--- config.mk ---
export PLATFORM = sky130hd
export DESIGN_NAME = ps2_kbd_rx
export DESIGN_NICKNAME = d
export VERILOG_FILES = /design/src/rtl/ps2_pkg.sv /design/src/rtl/ps2_rx_fifo.sv /design/src/rtl/ps2_kbd_rx.sv
export SDC_FILE = /design/constraint.sdc
export NUM_CORES = 1
export LEC_CHECK = 0
export CAP_MARGIN = 20
export CORE_MARGIN = 2
export CORE_UTILIZATION = 33
export DETAILED_ROUTE_END_ITERATION = 7
export DONT_BUFFER_PORTS = 1
export PLACE_DENSITY_LB_ADDON = 0.25
export REMOVE_ABC_BUFFERS = 1
export SYNTH_ARGS = -nofsm -noshare
export SYNTH_HDL_FRONTEND = slang
export SYNTH_SLANG_ARGS = --single-unit
--- constraint.sdc ---
create_clock -name clk -period 7.4 [get_ports clk]
set_clock_uncertainty 0.2 [all_clocks]
set_input_delay 0.37 -clock clk [delete_from_list [all_inputs] [get_ports clk]]
set_output_delay 0.37 -clock clk [all_outputs]
set_load 0.02 [all_outputs]
--- src/rtl/ps2_pkg.sv ---
// Shared definitions for the PS/2 keyboard receiver: frame FSM states,
// frame geometry, default timeout and the bus device identifier.
package ps2_pkg;

  // Device-to-host frame deframing states.
  typedef enum logic [1:0] {
    IDLE   = 2'd0,
    DATA   = 2'd1,
    PARITY = 2'd2,
    STOP   = 2'd3
  } ps2_state_e;

  // Payload bits per frame (start, 8 data, parity, stop on the wire).
  localparam int PS2_DATA_BITS = 8;

  // Default mid-frame silence limit: 1 ms at a 50 MHz system clock.
  localparam int PS2_TIMEOUT_CYC = 50000;

  // Bus decode nibble selecting the keyboard at 0xffff_01xx.
  localparam logic [3:0] PS2_DEV_ID = 4'h1;

  // Odd parity over payload plus parity bit.
  function automatic logic ps2_parity_ok(input logic [PS2_DATA_BITS-1:0] payload,
                                         input logic                     par);
    return ^{payload, par};
  endfunction

endpackage

--- src/rtl/ps2_rx_fifo.sv ---
// Generic synchronous show-ahead FIFO. Pointers carry one extra wrap bit so
// full and empty are told apart by the MSB. The head entry is presented
// combinationally and forced to zero while empty.
module ps2_rx_fifo #(
  parameter int DEPTH = 8,
  parameter int WIDTH = 8,
  localparam int AW   = $clog2(DEPTH)
) (
  input  logic             clk,
  input  logic             rst,
  input  logic             push,
  input  logic             pop,
  input  logic [WIDTH-1:0] din,
  output logic [WIDTH-1:0] dout,
  output logic             full,
  output logic             empty,
  output logic [AW:0]      count
);

  logic [WIDTH-1:0] mem [DEPTH];
  logic [AW:0]      wptr;
  logic [AW:0]      rptr;
  logic             do_push;
  logic             do_pop;

  assign empty = (wptr == rptr);
  assign full  = (wptr[AW] != rptr[AW]) && (wptr[AW-1:0] == rptr[AW-1:0]);
  assign count = wptr - rptr;

  // A pop on an empty FIFO is ignored; a push into a full FIFO is only
  // accepted when a pop frees the head slot in the same cycle.
  assign do_pop  = pop & ~empty;
  assign do_push = push & (~full | do_pop);

  assign dout = empty ? '0 : mem[rptr[AW-1:0]];

  // Pointer update; both pointers wrap modulo 2*DEPTH.
  // NOTE: sequential state is written with <= so every register samples the
  // pre-edge values, independent of statement order.
  always_ff @(posedge clk or negedge rst) begin
    if (!rst) begin
      wptr <= '0;
      rptr <= '0;
    end else begin
      if (do_push) wptr <= wptr + 1'b1;
      if (do_pop)  rptr <= rptr + 1'b1;
    end
  end

  // Storage write.
  // NOTE: the array has no reset; empty gating on dout keeps stale entries
  // invisible, and leaving it unreset lets it map onto plain RAM.
  always_ff @(posedge clk) begin
    if (do_push) mem[wptr[AW-1:0]] <= din;
  end

endmodule

--- src/rtl/ps2_kbd_rx.sv ---
// PS/2 keyboard receiver feeding the bus keyboard_in byte. Synchronizes the
// raw PS/2 pins, deframes 11-bit device-to-host frames on falling ps2_clk,
// aborts stalled frames, and buffers good scancodes in a show-ahead FIFO
// popped by a one-cycle rd_en from the bus decoder.
module ps2_kbd_rx
  import ps2_pkg::*;
#(
  parameter int  FIFO_DEPTH  = 8,
  parameter int  TIMEOUT_CYC = PS2_TIMEOUT_CYC,
  localparam int CW          = $clog2(FIFO_DEPTH) + 1
) (
  input  logic                     clk,
  input  logic                     rst,
  input  logic                     ps2_clk,
  input  logic                     ps2_data,
  input  logic                     rd_en,
  input  logic                     err_clr,
  output logic [PS2_DATA_BITS-1:0] kbd_data,
  output logic                     kbd_valid,
  output logic [CW-1:0]            kbd_count,
  output logic                     overflow,
  output logic                     frame_err
);

  localparam int            TW      = $clog2(TIMEOUT_CYC);
  localparam int            BW      = $clog2(PS2_DATA_BITS);
  localparam logic [TW-1:0] TO_LAST = TW'(TIMEOUT_CYC - 1);
  localparam logic [BW-1:0] BIT_LAST = BW'(PS2_DATA_BITS - 1);

  // Synchronizer chains; reset to 1 because idle PS/2 lines are high.
  logic clk_meta, clk_sync, clk_hist;
  logic data_meta, data_sync;

  ps2_state_e               state;
  logic [PS2_DATA_BITS-1:0] shreg;
  logic [BW-1:0]            bitcnt;
  logic                     par_bit;
  logic [TW-1:0]            tocnt;

  logic fall;
  logic stop_fall;
  logic frame_good;
  logic frame_bad;
  logic timeout;
  logic fifo_push;
  logic fifo_full;
  logic fifo_empty;
  logic fifo_pop;
  logic drop_ovf;

  // Two-flop synchronizers on both pins plus one history flop on the clock
  // for falling-edge detection.
  always_ff @(posedge clk or negedge rst) begin
    if (!rst) begin
      clk_meta  <= 1'b1;
      clk_sync  <= 1'b1;
      clk_hist  <= 1'b1;
      data_meta <= 1'b1;
      data_sync <= 1'b1;
    end else begin
      clk_meta  <= ps2_clk;
      clk_sync  <= clk_meta;
      clk_hist  <= clk_sync;
      data_meta <= ps2_data;
      data_sync <= data_meta;
    end
  end

  assign fall = clk_hist & ~clk_sync;

  // Frame outcome decode in the stop-bit fall cycle. The push goes straight
  // into the FIFO so the byte shows on kbd_data the following cycle.
  assign stop_fall  = (state == STOP) & fall;
  assign frame_good = stop_fall & data_sync & ps2_parity_ok(shreg, par_bit);
  assign frame_bad  = stop_fall & ~(data_sync & ps2_parity_ok(shreg, par_bit));
  assign fifo_pop   = rd_en & ~fifo_empty;
  assign fifo_push  = frame_good & (~fifo_full | fifo_pop);
  assign drop_ovf   = frame_good & fifo_full & ~fifo_pop;
  assign timeout    = (state != IDLE) & ~fall & (tocnt == TO_LAST);

  // Deframing FSM, timeout counter and sticky error flags.
  always_ff @(posedge clk or negedge rst) begin
    if (!rst) begin
      state     <= IDLE;
      shreg     <= '0;
      bitcnt    <= '0;
      par_bit   <= 1'b0;
      tocnt     <= '0;
      overflow  <= 1'b0;
      frame_err <= 1'b0;
    end else begin
      case (state)
        IDLE: begin
          // A fall with data high is a glitch, not a start bit.
          if (fall && !data_sync) begin
            state  <= DATA;
            bitcnt <= '0;
          end
        end
        DATA: begin
          if (fall) begin
            shreg  <= {data_sync, shreg[PS2_DATA_BITS-1:1]};
            bitcnt <= bitcnt + 1'b1;
            if (bitcnt == BIT_LAST) state <= PARITY;
          end
        end
        PARITY: begin
          if (fall) begin
            par_bit <= data_sync;
            state   <= STOP;
          end
        end
        STOP: begin
          if (fall) state <= IDLE;
        end
        default: state <= IDLE;
      endcase

      // Silence watchdog: only runs mid-frame and restarts on every fall.
      if (state == IDLE || fall) begin
        tocnt <= '0;
      end else if (timeout) begin
        tocnt <= '0;
        state <= IDLE;
      end else begin
        tocnt <= tocnt + 1'b1;
      end

      // Clear first so a same-cycle set wins.
      if (err_clr) begin
        overflow  <= 1'b0;
        frame_err <= 1'b0;
      end
      if (drop_ovf)              overflow  <= 1'b1;
      if (frame_bad || timeout)  frame_err <= 1'b1;
    end
  end

  ps2_rx_fifo #(
    .DEPTH (FIFO_DEPTH),
    .WIDTH (PS2_DATA_BITS)
  ) u_fifo (
    .clk   (clk),
    .rst   (rst),
    .push  (fifo_push),
    .pop   (rd_en),
    .din   (shreg),
    .dout  (kbd_data),
    .full  (fifo_full),
    .empty (fifo_empty),
    .count (kbd_count)
  );

  assign kbd_valid = ~fifo_empty;

endmodule

---- After elaboration in Yosys (flattened, before gate mapping) ----
Memories as Yosys holds them, arrays and structs flattened.
Index checks and enable logic that the tools add are counted.
operators by class
  $add $sub $neg .......................... 5
  eq/ne operators ......................... 10
  multiplexer cells ....................... 19
  bitwise operators ....................... 20
  reduce and logical (&&, ||, !) cells .... 14
operators by type and width
  cell                                            number
  two-way mux 16 bit                              2
  adder 16 x 1 -> 16 bit (second input constant)  1
  == test 16 bit (second input constant)          1
  two-way mux 2 bit                               7
  bitwise AND 1 bit                               13
  parity 9 bit                                    1
  adder 4 x 1 -> 4 bit (second input constant)    2
  two-way mux 8 bit                               1
  case mux 2 bit (4 select lines)                 1
  nonzero test 2 bit                              4
  two-way mux 3 bit                               2
  NOT 1 bit                                       6
  case mux 3 bit (2 select lines)                 1
  two-way mux 1 bit                               5
  == test 2 bit (second input constant)           2
  == test 4 bit                                   1
  inequality test 2 bit (second input constant)   2
  AND reduction 2 bit                             2
  subtractor 4 bit                                1
  adder 3 x 1 -> 3 bit (second input constant)    1
  == test 3 bit                                   1
  == test 3 bit (second input constant)           1
  AND reduction 3 bit                             1
  == test 2 x 1 -> 1 bit (second input constant)  1
  other kinds (6)                                 8
storage, ports and cells
  register bits after elaboration ......... 45
  bits in writable memories ............... 64
  word-level logic and storage cells ...... 83
  memories kept ........................... 1
memory list
  name        depth  width  rd ports  clocked after memory_dff  write ports  line               RTL
  u_fifo.mem  8      8      1         0                         1            ps2_rx_fifo.sv:20  logic [WIDTH-1:0] mem [DEPTH];

---- Depth between registers and ports, before layout ----
  word-level depth ........................ 9
  mapped depth ............................ 9
  gate-level depth less buffers ........... 7

---- Hierarchy ----
A second synthesis with hierarchy kept.
unflattened totals
  cell total of the unflattened synthesis .. 339
  area, all modules ....................... 4727.0 um^2
modules (own cells, without submodules)
  module       times used  cells an instance  area each (um^2)
  ps2_rx_fifo  1           189                3041.7
  ps2_kbd_rx   1           150                1685.4

---- Least setup slack after synthesis ----
No wires, ideal clock.
  path type ............................... register to register
  start ................................... register u_fifo.rptr[1]
  end ..................................... memory u_fifo.mem[0][0] (enable)
  arrival ................................. 3247 ps
  slack ................................... 3558 ps
  cell stages (with the launch flop) ...... 10
  buffers on the path ..................... 3
  period minus slack after synthesis ...... 3842 ps
  cell sequence ........................... dfrtp_1 -> clkbuf_1 -> clkbuf_1 -> inv_1 -> ha_1 -> and4b_1 -> clkbuf_4 -> a2111oi_2 -> mux2i_4 -> nor4_1
on the way
  longest elaborated chain between the ends .. 8
RTL lines
  element                                                line                                                    RTL
  from (decl)                                            ps2_rx_fifo.sv:22                                       logic [AW:0] rptr;
  from (signal assigned)                                 ps2_rx_fifo.sv:46                                       if (do_pop) rptr <= rptr + 1'b1;
  == test 4 bit / == test 3 bit (equally long branches)  ps2_rx_fifo.sv:26, ps2_rx_fifo.sv:27
  NOT 1 bit / logical AND 1 bit (equally long branches)  ps2_rx_fifo.sv:32, ps2_kbd_rx.sv:76, ps2_rx_fifo.sv:27
  bitwise AND 1 bit / NOT 1 bit (equally long branches)  -
  OR 1 bit *                                             ps2_rx_fifo.sv:33, ps2_kbd_rx.sv:77
  bitwise AND 1 bit                                      ps2_kbd_rx.sv:77                                        assign fifo_push = frame_good & (~fifo_full | fifo_pop);
  bitwise AND 1 bit *                                    ps2_rx_fifo.sv:33                                       assign do_push = push & (~full | do_pop);
  two-way mux 1 bit *                                    ps2_rx_fifo.sv:54                                       if (do_push) mem[wptr[AW-1:0]] <= din;
  two-way mux 1 bit (implied by the code) *              ps2_rx_fifo.sv:54
  to (decl)                                              ps2_rx_fifo.sv:20
Mark *: on every way between the ends. The rest lies on a longest branch, timed or not.

---- Worst setup path in the final report ----
  start ................................... register u_fifo.rptr[1]
  end ..................................... memory u_fifo.mem[6][0] (enable)
The elaborated chain is that of the path after synthesis.

==> reports/results.ini <==
[worst_setup_path]
worstSetupStartpointType = register
critPathSlowestCell = dfrtp_1
cp.required_ns = 7.16
path_max_fanout = 21
cp.arrival_ns = 3.63
end_kind = register
worst_r2r_path_depth = 6
cpLargestDelayFamily = simple AND/OR/NAND/NOR gates
crit_buf_inv = 1
max_stage_delay_ns = 0.91
crit_type = reg2reg
timing.rr.end = u_fifo.mem[6][0]
r2r_slack_ns = 3.53
r2r_start = u_fifo.rptr[1]
path_cells = inv_1 -> ha_1 -> and4b_1 -> a2111oi_2 -> mux2i_4 -> nor3_1

[logic_synthesis]
synth_xor_xnor_area_share = 0.06039
syn-cell-area_um2 = 4807
yosysWarnings = 0
postSynthAreaPerCell_um2 = 14.88
synth_cell_types = 51
yosys-top-cells-area = edfxtp_1, dfrtp_1, mux4_2
syn_inst = 323
async_reset_ff_frac = 0.4128
yosysSeqAreaShare = 0.6353
synth.top_cell.area_share = 0.3998
synthMuxAreaShare = 0.1127
ys.flop_type = edfxtp_1
synth_edf_count = 64
yosys.area.top_type = edfxtp_1
synth_compound_area_frac = 0.05023
synthSimpleGateAreaFrac = 0.09422
ys_ff_latch = 109
synthAdderAreaFrac = 0.02499
synth_top_family_by_area = multiplexers

[global_route]
grt_max_degree = 46
grt_pass1_vias = 2784
globalRouteOverflowTotal = 0
antenna_found_initial = 0
grt_usage = 0.1324
grt_pass1_wl_um = 15810

[detailed_routing]
via_count = 2658
vias_per_cell = 5.102
drc = 0
ant_nets = 0
wl_um = 9651
drt_iter0_markers = 209
wire_per_inst_um = 18.52
drtPass1Iterations = 4

[floorplanning]
dieArea_um2 = 15550
start_util = 0.3346
fp.dieW_um = 124.7
io-pin-count = 21
core_area_um2 = 14370
placementRows = 44
fp.dieH_um = 124.7

[finish]
nets = 347
diodes = 0
regArea_um2 = 3054
multi_input_area_um2 = 1647
drive_gt1_frac = 0.1810
area_growth_pct = 12.10
nFillCells = 1351

[timing]
max_freq_mhz = 258.6
drv_slew = 0
slew_headroom = 0.2726
tightest_slew_ns = 1.083
rsz0062_at_grt = false
layout_min_cycle_time_ns = 3.867
hold_viol_final = 0
fin_crit_sh = 0.5226
setup_viol = 0
setup_tns_ns = 0

[clock_tree]
cts_setup_buffers = 0
clkTransAtPathRegs_ns = 0.07
cts_tree = built
clock_path_buffers = 2
clock_sinks = 109
htreeDepth = 3
cts_resized = 0
clkLatencyLatePin_ns = 0.34
cts_root_buffer = clkbuf_16
cts_buffers = 9

[place]
port_buffers = 0
hpwlAfterDp_um = 6513
gp_congestion = 0.8019

[power]
ir_worst_vdd_uv = 168.5
p_per_area_nw_per_um2 = 378.2
p_leak_uw = 0.001961
total_power_uw = 2038

[min_path]
min_to = u_fifo.rptr[2]
min_path_cells = 2
hp-class = in2reg
min-delay-start = rd_en

[flow_run]
drv_cap = 0

[status]
status = completed

==> metrics by stage <==
stage | std cells | util | hold WS, ns | worst slack, ns | instance area [um^2]
finish | 521 | 0.3750 | 0.02361 | 3.533 | 5389
global route | 521 | 0.3750 | 0.02336 | 3.234 | 5389
CTS | 519 | 0.3728 | 0.01518 | 3.321 | 5356
detailed placement | 498 | 0.3481 | -0.1237 | 3.326 | 5002
global placement | 498 | 0.3481 | -0.1238 | 3.400 | 5002
floorplan | 312 | - | -0.1256 | 3.713 | 4757
==> flip-flops by register name (all words and copies together) (netlist names), 2 cells and up <==
register / cells
bitcnt: 3
shreg: 8
state: 2
tocnt: 16
u_fifo.mem: 64
u_fifo.rptr: 4
u_fifo.wptr: 4
==> layout by cell type, fill, tap and decap left out, types with 3 or more instances in the layout <==
| cell | count |
|---|---|
| nor2_1 | 18 |
| dfrtp_1 | 40 |
| a2111oi_0 | 4 |
| a21oi_1 | 14 |
| xnor2_1 | 13 |
| o21ai_0 | 4 |
| nand2_1 | 24 |
| clkbuf_16 | 9 |
| nor4_1 | 3 |
| mux4_2 | 16 |
| mux2_2 | 10 |
| ha_1 | 8 |
| edfxtp_1 | 64 |
| dlygate4sd3_1 | 4 |
| xor2_1 | 10 |
| dfstp_2 | 5 |
| nand4_1 | 9 |
| nand3_1 | 9 |
| inv_1 | 13 |
| nor3_1 | 8 |
| nand2b_1 | 3 |
| and3_1 | 3 |
==> cell families after synthesis <==
| logic type | after synthesis |
|---|---|
| adder cells (fa/ha/maj) | 9 |
| XOR/XNOR | 27 |
| AND/OR/NAND/NOR | 87 |
| buffers and inverters | 26 |
| multiplexers | 31 |
| flip-flops | 109 |
| AO/OA/AOI/OAI | 34 |
==> metal layers <==
metal	global-route usage	up-vias	wire length, um
li1	-	1229	-
met1	0.1803	1357	4352
met2	0.2163	61	4838
met3	0.02792	11	345
met4	0.03503	0	114
met5	0	-	0
==> where the power goes <==
group          internal [uW]  switching, uW  leakage (uW)
logic                    302            350      0.000685
registers                756            171       0.00114
clock network            243            217      0.000140
==> how the worst max path moves through the flow <==
| stage | from | to | slack, ns | cells past startpoint |
|---|---|---|---|---|
| 5_1_grt | u_fifo.rptr[1] | u_fifo.mem[4][6] | 3.23 | 6 |
| 2_1_floorplan | u_fifo.rptr[0] | u_fifo.mem[0][0] | 3.71 | 5 |
| 3_5_place_dp | u_fifo.rptr[0] | u_fifo.mem[1][4] | 3.33 | 5 |
| 6_report | u_fifo.rptr[1] | u_fifo.mem[6][0] | 3.53 | 6 |
| 3_3_place_gp | u_fifo.rptr[0] | u_fifo.mem[1][4] | 3.40 | 5 |
| 4_1_cts | u_fifo.rptr[0] | u_fifo.mem[1][0] | 3.32 | 5 |
==> worst register-to-register path, cell delays in order, from the launching register on <==
cell and delay, ns:
dfrtp_1 0.91, inv_1 0.13, ha_1 0.36, and4b_1 0.29
a2111oi_2 0.49, mux2i_4 0.20, nor3_1 0.91
==> cells in the mapped netlist (3+ instances only) <==
library cell,n
a2111oi_0,4
a21oi_1,14
and3_1,3
buf_2,4
clkbuf_1,4
dfrtp_1,40
dfstp_2,5
edfxtp_1,64
ha_1,8
inv_1,13
mux2_2,10
mux4_2,16
nand2_1,24
nand2b_1,3
nand3_1,9
nand4_1,9
nor2_1,18
nor3_1,8
nor4_1,3
o21ai_0,4
xnor2_1,13
xor2_1,10
==> area by class of cell <==
| cell class | count | share of cell area |
|---|---|---|
| clock buffers | 11 | 0.04504 |
| clock inverters | 5 | 0.008126 |
| inverters | 15 | 0.01045 |
| multi-input cells | 188 | 0.3055 |
| flip-flops and latches | 109 | 0.5668 |
| well taps | 184 | 0.04272 |
| repair buffers | 9 | 0.02136 |
==> repair_timing <==
action                                 in CTS  in global routing
setup endpoints to repair                   0                  0
endpoints found under the hold margin      48                  0
hold buffers                                5                  0
Note: power is estimated with default switching activity, not from simulation.
